**src/rtl/pipelined_barrel_shifter.sv**
```systemverilog
// Pipelined LSL/LSR/ASR/ROR barrel shifter with one register stage per shift-amount bit and valid/ready on both sides.
// The whole pipeline freezes while out_valid && !out_ready. Define BSH_CARRY_EN to add the registered out_carry port.
module pipelined_barrel_shifter #(
  parameter  int WIDTH   = 8,
  localparam int SHIFT_W = $clog2(WIDTH) + 1,
  localparam int LATENCY = SHIFT_W
) (
  input  logic               clk,
  input  logic               rst,
  input  logic               in_valid,
  output logic               in_ready,
  input  logic [WIDTH-1:0]   in_data,
  input  logic [SHIFT_W-1:0] in_shift,
  input  logic [1:0]         in_mode,
  output logic               out_valid,
  input  logic               out_ready,
`ifdef BSH_CARRY_EN
  output logic               out_carry,
`endif
  output logic [WIDTH-1:0]   out_data
);

  localparam logic [1:0]       MODE_LSL = 2'b00;
  localparam logic [1:0]       MODE_LSR = 2'b01;
  localparam logic [1:0]       MODE_ASR = 2'b10;
  localparam logic [WIDTH-1:0] ONES     = '1;

  logic stall;
  assign stall    = out_valid && !out_ready;
  assign in_ready = !stall;

  for (genvar k = 0; k < LATENCY; k++) begin : g_stage
    localparam int A = 1 << k;

    logic [WIDTH-1:0]   d_in, d_nxt, d_q;
    logic [SHIFT_W-1:k] s_in;
    logic [1:0]         m_in;
    logic               sg_in, v_in, v_q;

    if (k == 0) begin : g_src
      assign d_in  = in_data;
      assign s_in  = in_shift;
      assign m_in  = in_mode;
      assign sg_in = in_data[WIDTH-1];
      assign v_in  = in_valid;
    end else begin : g_src
      assign d_in  = g_stage[k-1].d_q;
      assign s_in  = g_stage[k-1].g_ctl.s_q;
      assign m_in  = g_stage[k-1].g_ctl.m_q;
      assign sg_in = g_stage[k-1].g_ctl.sg_q;
      assign v_in  = g_stage[k-1].v_q;
    end

    // At A == WIDTH the shifts collapse naturally: LSL/LSR to 0, ASR to all-sign, ROR to identity.
    always_comb begin
      d_nxt = d_in;
      if (s_in[k]) begin
        case (m_in)
          MODE_LSL: d_nxt = d_in << A;
          MODE_LSR: d_nxt = d_in >> A;
          MODE_ASR: d_nxt = (d_in >> A) | (sg_in ? ~(ONES >> A) : '0);
          default:  d_nxt = (d_in >> A) | (d_in << (WIDTH - A));
        endcase
      end
    end

    always_ff @(posedge clk or posedge rst) begin
      if (rst) begin
        d_q <= '0;
        v_q <= 1'b0;
      end else if (!stall) begin
        d_q <= d_nxt;
        v_q <= v_in;
      end
    end

    if (k < LATENCY - 1) begin : g_ctl
      logic [SHIFT_W-1:k+1] s_q;
      logic [1:0]           m_q;
      logic                 sg_q;
      always_ff @(posedge clk or posedge rst) begin
        if (rst) begin
          s_q  <= '0;
          m_q  <= '0;
          sg_q <= 1'b0;
        end else if (!stall) begin
          s_q  <= s_in[SHIFT_W-1:k+1];
          m_q  <= m_in;
          sg_q <= sg_in;
        end
      end
    end

`ifdef BSH_CARRY_EN
    logic c_in, c_nxt, c_q;
    if (k == 0) begin : g_csrc
      assign c_in = 1'b0;
    end else begin : g_csrc
      assign c_in = g_stage[k-1].c_q;
    end

    // The last active stage defines the carry; once lower stages have shifted, s > WIDTH yields 0 or sign.
    always_comb begin
      c_nxt = c_in;
      if (s_in[k]) begin
        case (m_in)
          MODE_LSL:           c_nxt = d_in[WIDTH-A];
          MODE_LSR, MODE_ASR: c_nxt = d_in[A-1];
          default:            c_nxt = d_nxt[WIDTH-1];
        endcase
      end
    end

    always_ff @(posedge clk or posedge rst) begin
      if (rst)         c_q <= 1'b0;
      else if (!stall) c_q <= c_nxt;
    end
`endif
  end

  assign out_valid = g_stage[LATENCY-1].v_q;
  assign out_data  = g_stage[LATENCY-1].d_q;
`ifdef BSH_CARRY_EN
  assign out_carry = g_stage[LATENCY-1].c_q;
`endif

endmodule

```
**config.mk**
```make
export PLATFORM = sky130hd
export DESIGN_NAME = pipelined_barrel_shifter
export DESIGN_NICKNAME = d
export VERILOG_FILES = /design/src/rtl/pipelined_barrel_shifter.sv
export SDC_FILE = /design/constraint.sdc
export NUM_CORES = 1
export LEC_CHECK = 0
export ABC_AREA = 1
export CAP_MARGIN = 20
export CELL_PAD_IN_SITES_DETAIL_PLACEMENT = 1
export CELL_PAD_IN_SITES_GLOBAL_PLACEMENT = 2
export CORE_MARGIN = 2
export CORE_UTILIZATION = 29
export CTS_CLUSTER_SIZE = 40
export DETAILED_ROUTE_END_ITERATION = 8
export PLACE_DENSITY_LB_ADDON = 0.05
export SLEW_MARGIN = 20
export SYNTH_ARGS = -nofsm -noshare
export SYNTH_HDL_FRONTEND = slang
export SYNTH_SLANG_ARGS = --single-unit
```
**constraint.sdc**
```tcl
create_clock -name clk -period 1.3 [get_ports clk]
set_input_delay 0.13 -clock clk [delete_from_list [all_inputs] [get_ports clk]]
set_output_delay 0.13 -clock clk [all_outputs]
set_load 0.02 [all_outputs]
```
; ---- Word-level counts from Yosys, hierarchy flattened
; Cells that the tools add are included.
; W data, S select, Z words.
[word_totals]
register_bits = 51
inputBits = 18
output_inout_bits = 10
wordCells = 51
[op_classes]
eq_ne = 8
muxes = 12
bitwise = 6
n_reduce_logical = 8
[ops]
columns = cell, count
row1 = $pmux W8 S3, 3
row2 = $mux W8, 8
row3 = $or A4 B8 Y8, 2
row4 = $or A6 B8 Y8, 2
row5 = $or A7 B8 Y8, 2
row6 = $pmux W8 S2, 1
row7 = $eq A2 B1 Y1 const B, 4
row8 = $eq A2 B2 Y1 const B, 4
row9 = $logic_not A2 Y1, 4
row10 = $logic_not A1 Y1, 2
row11 = $reduce_or A2 Y1, 1
row12 = $logic_and A1 B1 Y1, 1

; ---- Longest topological paths before layout
[depth]
ltp_word = 4
mapped_depth = 7
ltp_nobuf = 7

; ---- Worst setup path before layout
; Ideal clock, no wire load.
[synth_path]
kind = register to register
startpoint = reg g_stage[3].v_q (netlist: out_valid)
endpoint = reg g_stage[0].d_q[0]
arrival_time_ns = 0.989
path_slack_ns = 0.195
path_stages_with_launch = 6
path_buffers = 2
path_cell_list = dfrtp_1 -> nand2_4 -> buf_6 -> buf_4 -> nand2_1 -> nand2_1
[synth_via]
elab_chain_cells = 1
[synth_lines]
columns = element, line_no
row1 = start: declaration, 38  ; logic sg_in, v_in, v_q;
row2 = start signal: assignment, 73  ; v_q <= v_in;
row3 = $logic_and A1 B1 Y1, 29  ; assign stall = out_valid && !out_ready;
row4 = end signal: assignment, 72  ; d_q <= d_nxt;
row5 = end: declaration, 35  ; logic [WIDTH-1:0] d_in, d_nxt, d_q;
; Every way passes these cells.
; A chain may end at the register's enable or synchronous reset.

; ---- Worst setup path after layout
[layout_path]
startpoint = reg g_stage[3].v_q (netlist: out_valid)
endpoint = out in_ready
[layout_via]
elab_chain_cells = 2
[layout_lines]
columns = element, line_no
row1 = $logic_and A1 B1 Y1, 29
row2 = $logic_not A1 Y1, n/a
row3 = end: declaration, 11  ; output logic in_ready,
; Every way passes these cells.

==> impl_summary.txt <==
----------------------------------------------------
[Setup path]
  CP Cell Sequence ... nand2_4, dlygate4sd2_1
  FF-to-FF End ... g_stage[1].d_q[7]
  Category of the critical setup timing path ... reg -> out
  Worst EP arrival ... 1130 ps
  Master of the slowest instance on the critical path ... dfrtp_1
  Critical path launch point type ... flip-flop
  Critical path required time ... between 1000 and 1500 ps
  Worst Setup End Kind ... primary output
  Critical path's largest stage delay ... between 400 and 500 ps
  Largest driver fanout on the critical path ... 3
  Worst R2R Setup Slack ... around 70 ps
  Startpoint of the worst register-to-register path ... out_valid
  Worst reg2reg path depth ... 7

[Pwr]
  Worst IR Drop VDD ... 0.461 mV
  Final Power ... roughly 7 mW
  Power density over the cells ... ~2100 nW/um^2
  Static leakage power ... 1.66 nW

[Min path]
  Hold/Removal Path Class ... in -> async

[Clock network]
  TritonCTS Buffers ... 5
  TritonCTS Sinks ... 51
  Clock transition at the register clock pins on the worst setup and hold paths after CTS ... ~90 ps
  Clock Path Buffers ... 2
  Number of H-tree branching levels ... 2
  Clock latency at the later pin of the worst-skew pair ... roughly 310 ps
  Cell at the root of the clock tree ... clkbuf_8
  CTS tree ... yes

[Global routing]
  Wire length of the first global-routing pass ... 11000 um
  Global route overflow ... 0
  Number of global-route vias before repair ... approximately 2400
  Total routing usage reported by global routing ... 0.139
  Maximum number of pins on one net before global-route repair ... 36
  Number of antenna violations at the first check in global routing ... 0

[Synth]
  Dominant cell type by area after synthesis ... dfrtp_1
  Post-Syn Nets ... about 370
  Per-instance average area after synthesis ... 7.39 sq um
  Top cells by area, synth ... dfrtp_1, nand2_1, inv_1, nand3_1, o21ai_0
  Combined area of all synthesized cells ... about 2600 sq um
  Share of the yosys chip area belonging to registers ... 0.495
  Flops & latches, synth ... 51
  Synth Instances ... about 350
  Area fraction of the dominant cell type after synthesis ... 0.495
  Count of unique library cells instantiated by Yosys ... 19
  Synthesis warning total ... 0

[Cells and area]
  Area delta synth->final ... 22.8%
  Number of antenna diodes ... 0
  Most frequent standard cell in the layout excluding fill and tap cells ... nand2_1
  Design area ... approximately 3200 sq um
  Fraction of final layout cells sized beyond drive strength 1 ... 0.0809
  Leading cell types in the layout, fill and taps excluded ... nand2_1, dfrtp_1, inv_1
  Count of fill cells added during filler insertion ... approximately 1100
  Net total in the final layout ... 400
  Non-Filler Instances ... between 400 and 500

[STA]
  Final setup violation count ... 0
  Highest Clock Rate ... 792 MHz
  Worst-margin pin slew ... ~390 ps
  Unrepaired setup endpoints after global routing ... yes
  Worst max-slew margin expressed relative to the limit ... 0.738
  Hold slack final ... 101 ps
  Post-route minimum period ... about 1300 ps
  Clock skew after layout ... around 10 ps
  Max Transition Viols Final ... 0
  Number of hold violations in the final report ... 0
  Share of the cycle needed by the critical path after routing ... 0.971
  Post-route worst setup slack ... 37.1 ps

[Placement]
  Final RePlAce weighted congestion ... about 0.76
  Worst setup slack before clock tree synthesis ... -154 ps
  DPL Wire Length ... 4630 um
  Number of placed instances, taps included ... between 400 and 500
  Area of placed instances ... 3050 sq um
  Port Buffer Count ... 27

[Drt]
  Number of violations reported at the end of detailed-routing iteration 0 ... 29
  DRC violation count after routing ... 0
  Final WL ... roughly 6100 um
  Number of detailed-routing iterations run before antenna repair ... 3
  Via density per instance ... between 4 and 5
  Average wire length per cell after detail routing ... approximately 12 um
  ANT nets after route ... 0
  Overall via count from detail_route ... around 2200

[Floorplanning]
  Total number of placement rows ... 34
  Floorplan die area ... around 9700 sq um
  X dimension of the die ... 98.3 um
  # IOs ... 28
  Total core area ... 8680 sq um
  Die Span Y ... 98.3 um
  Initial standard-cell utilization of the core ... 0.297

[Flow run]
  Max Cap Violations ... 0

[Run status]
  Outcome ... finished, final reports clean

----------------------------------------------------
[area by class of cell]
type | count | area, sq um | share of cell area
clock buffer | 6 | 72.6 | 0.0229
clock inverter | 2 | 60.1 | 0.0190
inverter | 51 | 195 | 0.0616
multi-input combinational | 234 | 1020 | 0.321
sequential | 51 | 1280 | 0.403
tap | 108 | 135 | 0.0427
timing repair buffer | 39 | 410 | 0.130
[report_power, final]
| part | switching (mW) | total (mW) | internal [mW] |
|---|---|---|---|
| logic | 1.64 | 2.74 | 1.10 |
| registers | 0.473 | 2.76 | 2.28 |
| clock network | 0.528 | 1.30 | 0.770 |
[per-layer routing]
metal  global-route usage  share of wire
met5                    0              0
met4               0.0537          0.023
met3               0.0215          0.023
met2                0.257           0.52
met1                0.161           0.44
[worst max-delay path by stage]
stage	startpoint	endpoint	slack (ps)	depth (start not counted)
detailed placement	out_ready	g_stage[1].d_q[7]	-150	9
finish	out_valid	in_ready	40	2
CTS	out_valid	in_ready	6	2
floorplan	out_valid	g_stage[0].d_q[0]	190	5
global placement	out_ready	in_ready	-140	4
global route	out_valid	g_stage[0].d_q[7]	-30	7
[Yosys cell counts]
library cell / instances
o21ai_1: 7
nand3_1: 27
a21oi_1: 16
nand4_1: 1
nand2_1: 122
inv_2: 3
nand2_4: 1
buf_4: 2
buf_6: 4
clkbuf_1: 1
o21ai_0: 27
or2_2: 2
nand2_2: 3
inv_1: 48
nor2_2: 2
buf_2: 6
nor2_1: 20
dfrtp_1: 51
or2_0: 6
[worst max-delay path, delay by kind of cell, from the launching register on]
kind	cells	cell delay [ps]
flops	1	410
buf+inv	1	330
simple gates	1	90
[stage by stage]
| step | util | setup TNS [ps] |
|---|---|---|
| global route | 0.365 | -137 |
| CTS | 0.365 | 0 |
| global placement | 0.351 | -2570 |
| detailed placement | 0.351 | -3640 |
| finish | 0.365 | 0 |
| floorplan | - | 0 |
[cell families (layout without fill, tap and decap cells)]
logic type,Yosys count,count (layout),synth area share
AOI/OAI and AO/OA,50,50,0.0970
DFF,51,51,0.495
and+or+nand+nor,184,184,0.297
buffers and inverters,64,98,0.111
[state kept, by name (all words and copies together), names as in the netlist]
name and flops:
g_stage.g_ctl.m_q 6, g_stage.v_q 3, out_data 8, out_valid 1
g_stage.d_q 24, g_stage.g_ctl.s_q 6, g_stage.g_ctl.sg_q 3
[repair_timing]
action                                  in CTS  in global routing
endpoints found under the setup margin      10                  6
cloned                                       0                  0
resized for setup                           10                  0
hold buffers                                 0                  0
buffers inserted                             0                  0
(Power assumes the default switching activity.)
